[src/rtl/iomem_dma_if.sv]
`timescale 1ns/1ps
`default_nettype none
// ============================================================================
//  Module   : iomem_dma_if
//  Brief    : Config responder port and peripheral initiator bus of iomem_dma.
//  Revision : 1.0  initial release
// ============================================================================
interface iomem_dma_if;
   logic        iomem_valid;
   logic        iomem_ready;
   logic [3:0]  iomem_wstrb;
   logic [31:0] iomem_addr;
   logic [31:0] iomem_wdata;
   logic [31:0] iomem_rdata;

   logic        m_valid;
   logic        m_ready;
   logic [3:0]  m_wstrb;
   logic [31:0] m_addr;
   logic [31:0] m_wdata;
   logic [31:0] m_rdata;

   // DMA side: responder on the config port, initiator on the peripheral bus
   modport slave (
      input  iomem_valid, iomem_wstrb, iomem_addr, iomem_wdata, m_ready, m_rdata,
      output iomem_ready, iomem_rdata, m_valid, m_wstrb, m_addr, m_wdata
   );

   // Environment side: CPU on the config port, peripheral on the bus
   modport master (
      output iomem_valid, iomem_wstrb, iomem_addr, iomem_wdata, m_ready, m_rdata,
      input  iomem_ready, iomem_rdata, m_valid, m_wstrb, m_addr, m_wdata
   );
endinterface
`default_nettype wire

[src/rtl/iomem_dma.sv]
`timescale 1ns/1ps
`default_nettype none
// ============================================================================
//  Module   : iomem_dma
//  Brief    : Word-copy DMA with a 4-register config port; optional fill mode
//             enabled by macro IOMEM_DMA_FILL_EN.
//  Revision : 1.0  initial release
// ============================================================================
module iomem_dma #(
   parameter int MAX_LEN_BITS = 16
) (
   input  logic       clk,
   input  logic       resetn,
   iomem_dma_if.slave bus,
   output logic       irq
);
   typedef enum logic [1:0] {
      IDLE = 2'd0,
      RD   = 2'd1,
      WR   = 2'd2,
      FIN  = 2'd3
   } state_t;

   state_t                  state, state_nxt;
   logic [31:0]             src, dst, work_src, work_dst, data_q, rdata_q;
   logic [MAX_LEN_BITS-1:0] len, count;
   logic                    done, aborted, abort_pend, fill_mode, ready_q;
   logic [31:0]             len_ext, rd_mux, status, src_merged, dst_merged, len_merged;
   logic [1:0]              reg_sel;
   logic                    cfg_acc, cfg_wr, busy, ctrl_wr;
   logic                    start_req, abort_req, fill_req, start_ok, abort_now;
   logic                    addr_unused;

   function automatic logic [31:0] byte_merge(input logic [31:0] old,
                                              input logic [31:0] wd,
                                              input logic [3:0]  ws);
      logic [31:0] res;
      for (int i = 0; i < 4; i++)
         res[8*i +: 8] = ws[i] ? wd[8*i +: 8] : old[8*i +: 8];
      return res;
   endfunction

   assign addr_unused = ^{bus.iomem_addr[31:4], bus.iomem_addr[1:0]};
   assign reg_sel     = bus.iomem_addr[3:2];

   // The access completes in the ready cycle; side effects land on its closing edge
   assign cfg_acc   = bus.iomem_valid && ready_q;
   assign cfg_wr    = cfg_acc && (bus.iomem_wstrb != 4'b0000);
   assign busy      = (state == RD) || (state == WR);
   assign ctrl_wr   = cfg_wr && (reg_sel == 2'd3) && bus.iomem_wstrb[0];
   assign start_req = ctrl_wr && bus.iomem_wdata[0];
   assign abort_req = ctrl_wr && bus.iomem_wdata[1];
   assign start_ok  = start_req && (state == IDLE);
   assign abort_now = abort_pend || (abort_req && busy);

`ifdef IOMEM_DMA_FILL_EN
   logic [31:0] fill_pat;
   assign fill_req = bus.iomem_wdata[2];
`else
   assign fill_req = 1'b0;
`endif

   assign src_merged = byte_merge(src, bus.iomem_wdata, bus.iomem_wstrb) & 32'hFFFF_FFFC;
   assign dst_merged = byte_merge(dst, bus.iomem_wdata, bus.iomem_wstrb) & 32'hFFFF_FFFC;
   assign len_merged = byte_merge(len_ext, bus.iomem_wdata, bus.iomem_wstrb);

   always_comb begin
      len_ext                    = '0;
      len_ext[MAX_LEN_BITS-1:0]  = len;
   end

   assign status = {28'd0, fill_mode, aborted, done, busy};

   always_comb begin
      rd_mux = '0;
      case (reg_sel)
         2'd0:    rd_mux = src;
         2'd1:    rd_mux = dst;
         2'd2:    rd_mux = len_ext;
         default: rd_mux = status;
      endcase
   end

   assign bus.iomem_ready = ready_q;
   assign bus.iomem_rdata = rdata_q;

   always_ff @(posedge clk or negedge resetn) begin
      if (!resetn) state <= IDLE;
      else         state <= state_nxt;
   end

   always_comb begin
      state_nxt   = state;
      bus.m_valid = 1'b0;
      bus.m_wstrb = 4'h0;
      bus.m_addr  = '0;
      bus.m_wdata = '0;
      irq         = 1'b0;
      case (state)
         IDLE: begin
            if (start_ok) begin
               if (len == '0)    state_nxt = FIN;
               else if (fill_req) state_nxt = WR;
               else              state_nxt = RD;
            end
         end
         RD: begin
            bus.m_valid = 1'b1;
            bus.m_addr  = work_src;
            if (bus.m_ready) state_nxt = abort_now ? FIN : WR;
         end
         WR: begin
            bus.m_valid = 1'b1;
            bus.m_wstrb = 4'hF;
            bus.m_addr  = work_dst;
            bus.m_wdata = data_q;
            if (bus.m_ready) begin
               if (abort_now || (count == MAX_LEN_BITS'(1))) state_nxt = FIN;
               else if (fill_mode)                           state_nxt = WR;
               else                                          state_nxt = RD;
            end
         end
         FIN: begin
            irq       = 1'b1;
            state_nxt = IDLE;
         end
         default: state_nxt = IDLE;
      endcase
   end

   always_ff @(posedge clk or negedge resetn) begin
      if (!resetn) begin
         ready_q    <= 1'b0;
         rdata_q    <= '0;
         src        <= '0;
         dst        <= '0;
         len        <= '0;
         work_src   <= '0;
         work_dst   <= '0;
         count      <= '0;
         data_q     <= '0;
         done       <= 1'b0;
         aborted    <= 1'b0;
         abort_pend <= 1'b0;
         fill_mode  <= 1'b0;
      end else begin
         ready_q <= bus.iomem_valid && !ready_q;
         rdata_q <= (bus.iomem_valid && !ready_q) ? rd_mux : 32'd0;

         if (cfg_wr && !busy) begin
            case (reg_sel)
               2'd0:    src <= src_merged;
               2'd1:    dst <= dst_merged;
               2'd2:    len <= len_merged[MAX_LEN_BITS-1:0];
               default: ;
            endcase
         end

         if (start_ok) begin
            work_src   <= src;
            work_dst   <= dst;
            count      <= len;
            done       <= 1'b0;
            aborted    <= 1'b0;
            abort_pend <= 1'b0;
            fill_mode  <= fill_req;
`ifdef IOMEM_DMA_FILL_EN
            if (fill_req) data_q <= fill_pat;
`endif
         end

         if (abort_req && busy) abort_pend <= 1'b1;

         if ((state == RD) && bus.m_ready) data_q <= bus.m_rdata;

         if ((state == WR) && bus.m_ready) begin
            work_src <= work_src + 32'd4;
            work_dst <= work_dst + 32'd4;
            count    <= count - MAX_LEN_BITS'(1);
         end

         // Completion flags are decided on the edge that enters FIN
         if ((state_nxt == FIN) && (state != FIN)) begin
            done       <= !abort_now;
            aborted    <= abort_now;
            abort_pend <= 1'b0;
         end
      end
   end

`ifdef IOMEM_DMA_FILL_EN
   // Fill pattern keeps the raw written value, including the low address bits
   always_ff @(posedge clk or negedge resetn) begin
      if (!resetn)
         fill_pat <= '0;
      else if (cfg_wr && !busy && (reg_sel == 2'd0))
         fill_pat <= byte_merge(fill_pat, bus.iomem_wdata, bus.iomem_wstrb);
   end
`endif

endmodule
`default_nettype wire
[src/flat_wrapper.sv]
// flat-port wrapper written by rule: the top's interface ports become plain ports
module iomem_dma_flat 
#(
   parameter int MAX_LEN_BITS = 16
)
  (clk, resetn, irq, bus_iomem_valid, bus_iomem_wstrb, bus_iomem_addr, bus_iomem_wdata, bus_m_ready, bus_m_rdata, bus_iomem_ready, bus_iomem_rdata, bus_m_valid, bus_m_wstrb, bus_m_addr, bus_m_wdata);
  iomem_dma_if bus_i ();
  input  logic clk;
  input  logic resetn;
  output logic irq;
  input wire logic [$bits(bus_i.iomem_valid)-1:0] bus_iomem_valid;
  input wire logic [$bits(bus_i.iomem_wstrb)-1:0] bus_iomem_wstrb;
  input wire logic [$bits(bus_i.iomem_addr)-1:0] bus_iomem_addr;
  input wire logic [$bits(bus_i.iomem_wdata)-1:0] bus_iomem_wdata;
  input wire logic [$bits(bus_i.m_ready)-1:0] bus_m_ready;
  input wire logic [$bits(bus_i.m_rdata)-1:0] bus_m_rdata;
  output wire logic [$bits(bus_i.iomem_ready)-1:0] bus_iomem_ready;
  output wire logic [$bits(bus_i.iomem_rdata)-1:0] bus_iomem_rdata;
  output wire logic [$bits(bus_i.m_valid)-1:0] bus_m_valid;
  output wire logic [$bits(bus_i.m_wstrb)-1:0] bus_m_wstrb;
  output wire logic [$bits(bus_i.m_addr)-1:0] bus_m_addr;
  output wire logic [$bits(bus_i.m_wdata)-1:0] bus_m_wdata;
  assign bus_i.iomem_valid = bus_iomem_valid;
  assign bus_i.iomem_wstrb = bus_iomem_wstrb;
  assign bus_i.iomem_addr = bus_iomem_addr;
  assign bus_i.iomem_wdata = bus_iomem_wdata;
  assign bus_i.m_ready = bus_m_ready;
  assign bus_i.m_rdata = bus_m_rdata;
  assign bus_iomem_ready = bus_i.iomem_ready;
  assign bus_iomem_rdata = bus_i.iomem_rdata;
  assign bus_m_valid = bus_i.m_valid;
  assign bus_m_wstrb = bus_i.m_wstrb;
  assign bus_m_addr = bus_i.m_addr;
  assign bus_m_wdata = bus_i.m_wdata;
  iomem_dma #(.MAX_LEN_BITS(MAX_LEN_BITS)) u_core (.clk(clk), .resetn(resetn), .bus(bus_i), .irq(irq));
endmodule
[config.mk]
export PLATFORM = sky130hd
export DESIGN_NAME = iomem_dma_flat
export DESIGN_NICKNAME = d
export VERILOG_FILES = /design/src/rtl/iomem_dma_if.sv /design/src/rtl/iomem_dma.sv /design/src/flat_wrapper.sv
export SDC_FILE = /design/constraint.sdc
export NUM_CORES = 1
export LEC_CHECK = 0
export ABC_AREA = 1
export BUFFER_PORTS_ARGS = -buffer_cell sky130_fd_sc_hd__buf_4
export CAP_MARGIN = 0
export CORE_ASPECT_RATIO = 1.25
export CORE_MARGIN = 2
export CORE_UTILIZATION = 45
export DETAILED_ROUTE_END_ITERATION = 10
export HOLD_SLACK_MARGIN = 0.08
export PLACE_DENSITY = 0.71
export SYNTH_ARGS = -nofsm -noshare
export SYNTH_HDL_FRONTEND = slang
export SYNTH_SLANG_ARGS = --single-unit
[constraint.sdc]
create_clock -name clk -period 2.5 [get_ports clk]
set_clock_uncertainty 0.15 [all_clocks]
set_input_delay 0.5 -clock clk [delete_from_list [all_inputs] [get_ports clk]]
set_output_delay 0.5 -clock clk [all_outputs]
set_load 0.1 [all_outputs]
Yosys cells after proc, flatten, opt, wreduce, memory -nomap -nowiden
Index checks and enable logic that the tools add are counted.

storage, ports and cells
  flip-flop bits (word level) = 226
  word-level logic and storage cells = 94

operators by class
  $add $sub $neg = 3
  equal/unequal tests = 9
  mux-type cells = 25
  reduce and logical (&&, ||, !) cells = 37

operators with widths
  cell                                                 count
  2-to-1 mux 32 bit                                    6
  case mux 32 bit (3 select lines)                     1
  adder 32 x 3 -> 32 bit (second input constant)       2
  case mux 32 bit (2 select lines)                     1
  2-to-1 mux 16 bit                                    2
  AND reduction 3 bit                                  10
  == test 16 x 1 -> 1 bit (second input constant)      1
  zero test 16 bit                                     1
  subtractor 16 x 1 -> 16 bit (second input constant)  1
  logical AND 1 bit                                    13
  == test 2 bit (second input constant)                5
  2-to-1 mux 2 bit                                     5
  2-to-1 mux 1 bit                                     8
  case mux 2 bit (4 select lines)                      1
  == test 2 x 1 -> 1 bit (second input constant)       2
  zero test 2 bit                                      2
  2-to-1 mux 4 bit                                     1
  nonzero test 2 bit                                   2
  nonzero test 4 bit                                   1
  zero test 1 bit                                      3
  logical OR 1 bit                                     3
  nonzero test 3 bit                                   1
  inequality test 2 bit (second input constant)        1
  OR reduction 2 bit                                   1

Longest topological paths before layout
Gate-level depths: netlist (run 1).

  depth after elaboration = 14
  depth in mapped cells = 14
  gate-level depth less buffers = 14

Worst setup path after synthesis (run 1)
OpenSTA, ideal clock, no wires.

  path kind = register to output
  from = register u_core.state[0]
  to = output port bus_m_addr[6]
  arrival time = 3.552 ns
  slack = -1.702 ns
  cell stages (with the launch flop) = 7
  cells stage by stage = dfrtp_1 inv_1 ha_1 clkbuf_1 clkbuf_1 nand2_1 a21oi_1

between the ends
  word-level cells in the longest chain between the ends = 2
  elaborated cells on any way between the ends = 3

ends and longest elaborated chain
  what                                                            line                RTL
  start: declaration                                              iomem_dma.sv:24     state_t state, state_nxt;
  start signal: assignment                                        iomem_dma.sv:89     else state <= state_nxt;
  == test 2 bit / == test 2 x 1 -> 1 bit (equally long branches)  iomem_dma.sv:99     case (state)
  case mux 32 bit (2 select lines) *                              iomem_dma.sv:99
  end: declaration                                                flat_wrapper.sv:21  output wire logic [$bits(bus_i.m_addr)-1:0] bus_m_addr;

Mark *: on every way between the ends. The rest lies on a longest branch, timed or not.

Worst setup path in the final report (run 1)
  from = register u_core.state[0]
  to = output port bus_m_addr[12]

Same word-level chain as after synthesis.

==> flow_summary.json, run 1 <==
{
  "utilization": 0.646,
  "core_um2": 26100,
  "stdcell_count": 2134,
  "crit_type": "reg2out",
  "rrSetupSlack_ns": 0.14,
  "numCtsBuffers": 23,
  "fill_cells": 2168,
  "synthCells": 1560,
  "cts_root_buf": "clkbuf_16",
  "antenna_cells": 0,
  "drive_gt1_frac": 0.274,
  "cp_max_fo": 7,
  "grtUsageMet2": 0.528,
  "dpl_cell_area_um2": 14300,
  "cts.sinks": 222,
  "grt.busiest_layer": "met2",
  "hp-class": "in2reg",
  "rsz0062_at_grt": "true",
  "start_util": 0.458,
  "synthDistinctLibCells": 51,
  "finalCritPeriodShare": 1.06,
  "area_growth_pct": 41.1,
  "drc_errors": 0,
  "grt_max_degree": 69,
  "ys_seq_elements": 222,
  "grt_pass1_wl_um": 64300,
  "total_power_mw": 16.6,
  "htreeDepth": 1,
  "period_minus_slack_ns": 2.66,
  "slew_headroom": 0.570,
  "synthTopCellsByArea": "dfrtp_1 46%, nand2_1 15%, inv_1 6.3%",
  "ys_warn_count": 0,
  "cp-start-kind": "register",
  "max_cap_viol_count": 0,
  "grt_pass1_vias": 11800,
  "end_kind": "output port",
  "nets": 1891,
  "holdWs_ns": 0.0919,
  "cts_tree": "done",
  "post_drt_wl_per_cell_um": 19.4,
  "final_max_slew_viol_count": 0,
  "synth_mux_area_frac": 0.0302,
  "reg2regPathDepth": 9,
  "synth_compound_area_frac": 0.129,
  "synthAdderAreaFrac": 0.00943,
  "met1_usage": 0.344,
  "r2r_start": "u_core.state[0]",
  "async_flop_share": 1.00,
  "hold_depth": 2,
  "dieArea_um2": 27900,
  "rows": 66,
  "insertion_delay_ns": 0.52,
  "setup_slack_ns": -0.156,
  "grt_antenna_before_repair": 0,
  "dr.pass1.iters": 5,
  "ant_nets": 0,
  "die_w_um": 150,
  "pin_count": 207,
  "synth_area_um2": 11900,
  "synth_top_family_by_area": "simple AND/OR/NAND/NOR gates",
  "grt.total_usage": 0.298,
  "numPlacedInstances": 2039,
  "ys.flop_type": "dfrtp_1",
  "yosys.area_share.xor_xnor": 0.0125,
  "timing.rr.end": "u_core.data_q[19]",
  "dp_hpwl_um": 27500,
  "hold_end": "u_core.data_q[13]",
  "hold_violations": 0,
  "p_per_area_nw_per_um2": 987,
  "pre_cts_ws_ns": 0.164,
  "yosys.area.top_type": "dfrtp_1",
  "place_congestion": 0.994,
  "synth_area_per_cell_um2": 7.66,
  "cts.clk_slew.worst_paths_ns": 0.06,
  "vias": 11600,
  "crit_required_ns": 1.85,
  "ir_worst_vdd_mv": 0.639,
  "post-synth-top-area-fraction": 0.465,
  "failed_checks": "setup timing",
  "worstPathArrival_ns": 2.01,
  "yosysSeqAreaShare": 0.465,
  "p_leak_nw": 7.63,
  "synthSimpleGateAreaFrac": 0.262,
  "tightestPinTransition_ns": 0.644,
  "setup_tns_ns": -5.92,
  "portBuffers": 174,
  "die_h_um": 186,
  "setup_violations": 61,
  "grt_overflow": 0,
  "avgViaCountPerCell": 5.43,
  "wl_um": 41500,
  "clockBufferDepth": 3,
  "status": "finished, violations left",
  "synth_edf_count": 0,
  "min-delay-start": "bus_m_rdata[13]",
  "grt_use_met3": 0.0400,
  "drt_iter0_markers": 791,
  "post-route-cell-area_um2": 16900,
  "fmax_mhz": 377
}
-- cell usage after synthesis, drive strengths merged (2+ instances only) --
| cell | number |
|---|---|
| nand2 | 479 |
| dfrtp | 222 |
| inv | 206 |
| o21ai | 143 |
| nor2 | 105 |
| a21oi | 70 |
| nand3 | 68 |
| clkbuf | 39 |
| mux2 | 32 |
| buf | 29 |
| nor3 | 29 |
| nand4 | 21 |
| o221ai | 16 |
| o211ai | 15 |
| xor2 | 13 |
| or2 | 12 |
| o22ai | 11 |
| ha | 9 |
| nor4 | 9 |
| clkinv | 4 |
| o311ai | 4 |
| o31ai | 4 |
| xnor2 | 4 |
| a21boi | 3 |
| a2bb2oi | 2 |
| nand3b | 2 |
-- cell usage in the layout (no fill, tap or decap), types with 15 or more instances in the layout --
cell	Yosys	routed
a21oi_1	70	40
a21oi_4	0	30
buf_12	0	73
buf_4	9	137
clkbuf_16	0	25
clkinvlp_4	0	34
dfrtp_1	222	220
dlygate4sd3_1	0	28
inv_1	201	166
mux2_2	32	32
nand2_1	470	398
nand2_2	7	62
nand2_4	2	19
nand3_1	64	64
nand4_1	21	21
nor2_1	94	93
nor3_1	23	23
o211ai_1	15	15
o21ai_0	135	135
o221ai_1	16	16
-- kinds of logic after synthesis --
logic type / after synthesis
mux: 32
xor+xnor: 17
buf+inv: 278
flops: 222
other cells: 1
simple gates: 727
compound gates: 274
fa+ha+maj: 9
-- worst max path at each step --
stage | depth (start not counted) | start | end
finish | 7 | u_core.state[0] | bus_m_addr[12]
CTS | 7 | u_core.state[0] | bus_m_addr[17]
detailed placement | 8 | bus_iomem_addr[2] | u_core.count[5]
global placement | 8 | bus_iomem_addr[2] | u_core.count[5]
floorplan | 6 | u_core.state[0] | bus_m_addr[26]
global route | 7 | u_core.state[1] | bus_m_wdata[21]
-- registers in the layout, indices dropped and copies added, names as in the netlist, 2 cells and up --
| register | count |
|---|---|
| u_core.count | 16 |
| u_core.work_src | 30 |
| u_core.src | 30 |
| u_core.bus.iomem_rdata | 32 |
| u_core.len | 16 |
| u_core.data_q | 32 |
| u_core.state | 2 |
| u_core.dst | 30 |
| u_core.work_dst | 30 |
-- per-layer routing --
layer | vias up | share of wire
met4 | 0 | 0.062
met2 | 417 | 0.50
met5 | - | 0
met3 | 126 | 0.055
met1 | 5574 | 0.38
li1 | 5469 | -
-- power by group --
group / switching, mW / total [mW] / internal, mW
Sequential: 1.68 / 6.61 / 4.93
Combinational: 4.02 / 6.44 / 2.43
Clock: 1.48 / 3.58 / 2.11
Total: 7.17 / 16.6 / 9.47
-- worst max-delay path: stages (launching register included) --
cell and delay (ns):
dfrtp_2 0.43, buf_12 0.12, ha_4 0.20, buf_12 0.14
buf_16 0.13, nand2_2 0.07, a21oi_4 0.20, buf_12 0.20
-- final cells by class --
cell class	count	area, µm²	area share
clock buffer	34	687	0.0408
sequential	222	5560	0.330
clock inverter	7	93.8	0.00557
tap	340	425	0.0252
inverter	210	918	0.0545
multi-input combinational	1061	5940	0.353
timing repair buffer	260	3230	0.191
-- repair_timing --
| item | CTS | global route |
|---|---|---|
| setup buffers | 15 | 2 |
| hold buffers | 28 | 0 |
| resized for setup | 258 | 38 |
| endpoints found under the hold margin | 74 | 0 |
| setup endpoints to repair | 66 | 67 |
| pin swaps | 17 | 16 |
| gates cloned | 9 | 2 |
(Power assumes the default switching activity.)
==> inputs of run 2 (changes only) <==
- SETUP_SLACK_MARGIN: default -> 0.15
- SKIP_LAST_GASP: default -> 1
==> run 2 against run 1 <==
The flow still finishes with violations (setup timing). Fmax down 0.38%. Hold slack worse by 0.0014 ns. Total power is 0.28% lower. Sequential power fell by 0.6%. Register-to-register slack gained 0.06 ns. Cell count rose by 0.14%. Highest routed layer unchanged. Combinational power barely moved. Via count up 0.64%. Die area unchanged.
==> flow_summary.json, run 2 (synthesis gave the netlist of run 1 again) <==
{
  "grt_pass1_wl_um": 64400,
  "drt_iter0_markers": 851,
  "fmax_mhz": 375,
  "crit_required_ns": 1.85,
  "p_clk_frac": 0.216,
  "setup_violations": 59,
  "cp-start-kind": "register",
  "post_drt_wl_per_cell_um": 19.5,
  "vias": 11700,
  "period_minus_slack_ns": 2.67,
  "grt.total_usage": 0.298,
  "numPlacedInstances": 2039,
  "dp_hpwl_um": 27500,
  "setup_slack_ns": -0.166,
  "slew_headroom": 0.584,
  "area_growth_pct": 41.2,
  "p_seq_frac": 0.396,
  "finalCritPeriodShare": 1.07,
  "switchingPower_mw": 7.12,
  "grt_overflow": 0,
  "mostFrequentLayoutCells": "421 x nand2_1, 219 x dfrtp_1, 166 x inv_1, 137 x buf_4, 135 x o21ai_0",
  "pin_count": 207,
  "routed.top_layer": "met4",
  "failed_checks": "setup timing",
  "ir_worst_vdd_mv": 0.635,
  "grt_pass1_vias": 11800,
  "die_h_um": 186,
  "start_util": 0.458,
  "final-seq-area_um2": 5560,
  "p_per_area_nw_per_um2": 984,
  "stdcell_count": 2137,
  "cp_max_fo": 7,
  "multi_input_area_um2": 5890,
  "final_max_slew_viol_count": 0,
  "wl_met2_um": 21000,
  "p_leak_nw": 7.62,
  "comb_power_share": 0.388,
  "setup_tns_ns": -6.26,
  "avgViaCountPerCell": 5.46,
  "grt_max_degree": 69,
  "wl_um": 41700,
  "nets": 1894,
  "die_w_um": 150,
  "cts.clk_slew.worst_paths_ns": 0.07,
  "max_cap_viol_count": 0,
  "cts_root_buf": "clkbuf_16",
  "grt_antenna_before_repair": 0,
  "portBuffers": 174,
  "worstPathArrival_ns": 2.02,
  "ant_nets": 0,
  "end_kind": "output port",
  "drive_gt1_frac": 0.264,
  "rows": 66,
  "crit_type": "reg2out",
  "swShare": 0.429,
  "rsz0062_at_grt": "true",
  "dr.pass1.iters": 5,
  "wl_met3_um": 2420,
  "cts.sinks": 222,
  "internal-power_mw": 9.47,
  "final_common_cell": "nand2_1",
  "drc_errors": 0,
  "insertion_delay_ns": 0.52,
  "numCtsBuffers": 23,
  "status": "finished, violations left",
  "cts_tree": "done",
  "clockBufferDepth": 3,
  "fill_cells": 2174,
  "htreeDepth": 1,
  "dieArea_um2": 27900,
  "holdWs_ns": 0.0905,
  "antenna_cells": 0,
  "core_um2": 26100,
  "hold_violations": 0,
  "hp-class": "in2reg",
  "tightestPinTransition_ns": 0.620,
  "place_congestion": 0.994,
  "wl_met1_um": 15700
}
run 2: changes by cell type in the layout (fill, tap and decap cells not counted), sizes merged:
cell	change
buf	+2
clkbuf	+1
run 2: worst max-delay path, cell delays in order, from the launching register on:
cell	delay, ns
dfrtp_1	0.38
buf_4	0.15
ha_4	0.17
buf_6	0.14
bufbuf_16	0.29
nand2_2	0.09
clkinvlp_4	0.11
buf_8	0.18
run 2: final cells by class:
cell class / instances / area share
Clock inverter: 7 / 0.00556
Multi-Input combinational cell: 1061 / 0.349
Clock buffer: 34 / 0.0407
Timing Repair Buffer: 263 / 0.195
Inverter: 210 / 0.0545
Tap cell: 340 / 0.0252
Sequential cell: 222 / 0.330
run 2: metal layers:
metal | up-vias | GRT usage
met3 | 118 | 0.0361
met1 | 5619 | 0.346
li1 | 5477 | -
met5 | - | 0
met2 | 446 | 0.527
met4 | 0 | 0.180
run 2: per-stage QoR:
stage,util,power (mW),instance area (µm²),setup slack (ns)
after floorplan,-,10.2,12500,-0.0686
after global placement,0.546,11.7,14300,0.229
after detailed placement,0.546,11.9,14300,0.164
after CTS,0.638,16.3,16600,-0.168
after global routing,0.646,17.5,16900,-0.224
final,0.646,16.6,16900,-0.166
run 2: what timing repair did:
action,in CTS,in global routing
gates resized for setup,236,41
endpoints found under the hold margin,74,0
cloned,9,3
endpoints found under the setup margin,66,91
hold buffers,28,0
buffers inserted,15,2
pin swaps,17,12
run 2: power groups by stage:
stage                     Combinational [mW]  Sequential [mW]  Clock [mW]
after global routing                    6.97             6.69        3.79
after floorplan                         4.00             6.19           0
final                                   6.44             6.57        3.59
after CTS                               6.27             6.42        3.61
after global placement                  5.30             6.38           0
after detailed placement                5.42             6.43           0
run 2: path summary, 6_finish.rpt:
path	startpoint	end	slack, ns	depth (start not counted)
min reg2reg	u_core.len[13]	u_core.len[13]	0.33	2
max reg2reg	u_core.state[0]	u_core.data_q[9]	0.20	9
max in group asynchronous	resetn	u_core.state[0]	1.08	3
min in group asynchronous	resetn	u_core.data_q[29]	0.34	2
max	u_core.state[1]	bus_m_wdata[5]	-0.17	7
min	bus_m_rdata[14]	u_core.data_q[14]	0.09	2
==> inputs of run 3 (changes only) <==
- ABC_AREA: 1 -> default
- PLACE_DENSITY: 0.71 -> 0.72
- SKIP_LAST_GASP: 1 -> default
==> run 3 against run 2 <==
The flow still finishes with violations (setup timing). First-iteration DRC count rose by 5.3%. Area after synthesis fell by 6.3%. Cell count fell by 21%. Register-to-register slack got worse by 0.05 ns. Setup slack improved by 0.054 ns. Sequential power barely moved. Critical endpoint is now bus_m_addr[5].
==> flow_summary.json, run 3 <==
{
  "max_cap_viol_count": 0,
  "ys_seq_elements": 222,
  "clockBufferDepth": 3,
  "ys_warn_count": 0,
  "synth_top_family_by_area": "simple AND/OR/NAND/NOR gates",
  "grt_pass1_vias": 10100,
  "ys.flop_type": "dfrtp_1",
  "crit_type": "reg2out",
  "vias": 9968,
  "synth_area_per_cell_um2": 10.6,
  "synth_compound_area_frac": 0.134,
  "cts.sinks": 222,
  "final-seq-area_um2": 5560,
  "wl_met3_um": 2010,
  "critPathMaxStageDelay_ns": 0.42,
  "ir_worst_vdd_mv": 0.621,
  "numCtsBuffers": 24,
  "pin_count": 207,
  "nets": 1455,
  "dr.pass1.iters": 8,
  "rrSetupSlack_ns": 0.15,
  "grt_pass1_wl_um": 56000,
  "status": "finished, violations left",
  "synthTopCellsByArea": "dfrtp_1 50%, mux2_2 11%, nor2_1 3.5%",
  "place_congestion": 0.883,
  "synth_edf_count": 0,
  "synth_common_cells": "222 x dfrtp_1, 109 x mux2_2, 104 x nor2_1",
  "insertion_delay_ns": 0.52,
  "crit_required_ns": 1.85,
  "synthDistinctLibCells": 76,
  "multi_input_area_um2": 5950,
  "final_max_slew_viol_count": 0,
  "mostFrequentLayoutCells": "220 x dfrtp_1, 158 x buf_4, 109 x mux2_2, 103 x nor2_1, 82 x buf_12",
  "setup_violations": 66,
  "wl_met1_um": 14000,
  "cp-start-kind": "register",
  "antenna_cells": 0,
  "synth_mux_area_frac": 0.141,
  "setup_slack_ns": -0.112,
  "cts.clk_slew.worst_paths_ns": 0.06,
  "cp_max_fo": 7,
  "synthSimpleGateAreaFrac": 0.185,
  "die_h_um": 180,
  "grt.total_usage": 0.265,
  "grt_overflow": 0,
  "async_flop_share": 1.00,
  "final_common_cell": "dfrtp_1",
  "utilization": 0.683,
  "portBuffers": 174,
  "tightestPinTransition_ns": 0.667,
  "fmax_mhz": 383,
  "failed_checks": "setup timing",
  "grt_max_degree": 58,
  "end_kind": "output port",
  "dieArea_um2": 26200,
  "cp_top_family": "buffers and inverters",
  "area_growth_pct": 49.5,
  "worstPathArrival_ns": 1.96,
  "hp-class": "in2reg",
  "htreeDepth": 1,
  "yosys.area.top_type": "dfrtp_1",
  "rows": 64,
  "yosys.area_share.xor_xnor": 0.00391,
  "path_cells": "inv_4 > ha_4 > buf_12 > clkbuf_16 > nor2b_4 > buf_12",
  "drt_iter0_markers": 896,
  "holdWs_ns": 0.0883,
  "cts_root_buf": "clkbuf_16",
  "die_w_um": 145,
  "drive_gt1_frac": 0.429,
  "period_minus_slack_ns": 2.61,
  "yosysSeqAreaShare": 0.496,
  "ant_nets": 0,
  "timing.critical_path.buf_inv": 4,
  "core_um2": 24500,
  "dp_hpwl_um": 22500,
  "p_leak_nw": 7.15,
  "synthAdderAreaFrac": 0.0101,
  "rsz0062_at_grt": "true",
  "stdcell_count": 1690,
  "hold_violations": 0,
  "pre_cts_ws_ns": 0.106,
  "post-synth-top-area-fraction": 0.496,
  "finalCritPeriodShare": 1.04,
  "post_drt_wl_per_cell_um": 21.7,
  "avgViaCountPerCell": 5.90,
  "synth_most_common_cell": "dfrtp_1",
  "synth_area_um2": 11200,
  "numPlacedInstances": 1554,
  "wl_met2_um": 19400,
  "p_per_area_nw_per_um2": 962,
  "drc_errors": 0,
  "slowest_stage": "dfrtp_2",
  "synthCells": 1053,
  "start_util": 0.457,
  "grt_antenna_before_repair": 0,
  "wl_um": 36700,
  "fill_cells": 1656,
  "post-route-cell-area_um2": 16700,
  "crit_top_cell": "buf_12",
  "routed.top_layer": "met4",
  "slew_headroom": 0.552,
  "dpl_cell_area_um2": 13700,
  "cts_tree": "done"
}
run 3: final timing paths:
| kind | cells past startpoint | startpoint | endpoint |
|---|---|---|---|
| max reg2reg | 12 | u_core.state[1] | u_core.abort_pend |
| max | 6 | u_core.state[1] | bus_m_addr[5] |
| min in group asynchronous | 2 | resetn | u_core.bus.iomem_rdata[3] |
| min reg2reg | 1 | u_core.data_q[13] | u_core.data_q[13] |
| max in group asynchronous | 3 | resetn | u_core.bus.iomem_rdata[14] |
| min | 2 | bus_iomem_wdata[24] | u_core.dst[24] |
run 3: routing by layer:
metal,vias to the layer above,track usage
li1,4429,-
met1,5032,0.322
met2,418,0.489
met3,89,0.0235
met4,0,0.0961
met5,-,0
run 3: cells by family (layout without fill, tap and decap cells):
kind of cell             Yosys count  after routing
AO/OA/AOI/OAI                    217            217
XOR/XNOR                           5              5
adder cells (fa/ha/maj)            9              9
buffers and inverters             75            381
flip-flops                       222            222
multiplexers                     143            143
other                              1              2
AND/OR/NAND/NOR                  381            381
run 3: worst reg2reg max path, stage by stage, from the launching register on:
cell and delay (ns):
dfrtp_2 0.45, ha_4 0.21, buf_12 0.14, buf_6 0.12, buf_4 0.12, buf_6 0.12, nor3b_4 0.21, o31ai_4 0.10
a22oi_2 0.24, a311oi_2 0.05, buf_4 0.17, buf_4 0.13, nor2_1 0.07
run 3: cell type report:
type | instances | area share
multi-input cells | 757 | 0.356
well taps | 330 | 0.0247
clock buffers | 31 | 0.0405
inverters | 14 | 0.00329
flip-flops and latches | 222 | 0.332
repair buffers | 323 | 0.234
clock inverters | 13 | 0.00979
run 3: stage by stage:
stage                     total power, mW  setup TNS [ns]
after floorplan                      9.78               0
after CTS                            15.6           -4.64
after global placement               11.0               0
after global routing                 16.8           -8.75
after detailed placement             11.2               0
final                                16.1           -5.50
run 3: power breakdown:
part           leakage [nW]  internal (mW)  switching, mW
clock network         0.411           2.25           1.55
logic                  3.97           2.68           3.04
registers              2.77           4.97           1.61
run 3: what timing repair did:
action	CTS	global route
endpoints found under the setup margin	93	120
setup buffers	13	14
cloned	6	6
endpoints found under the hold margin	120	0
hold buffers	53	0
pin swaps	14	22
gates resized for setup	245	40
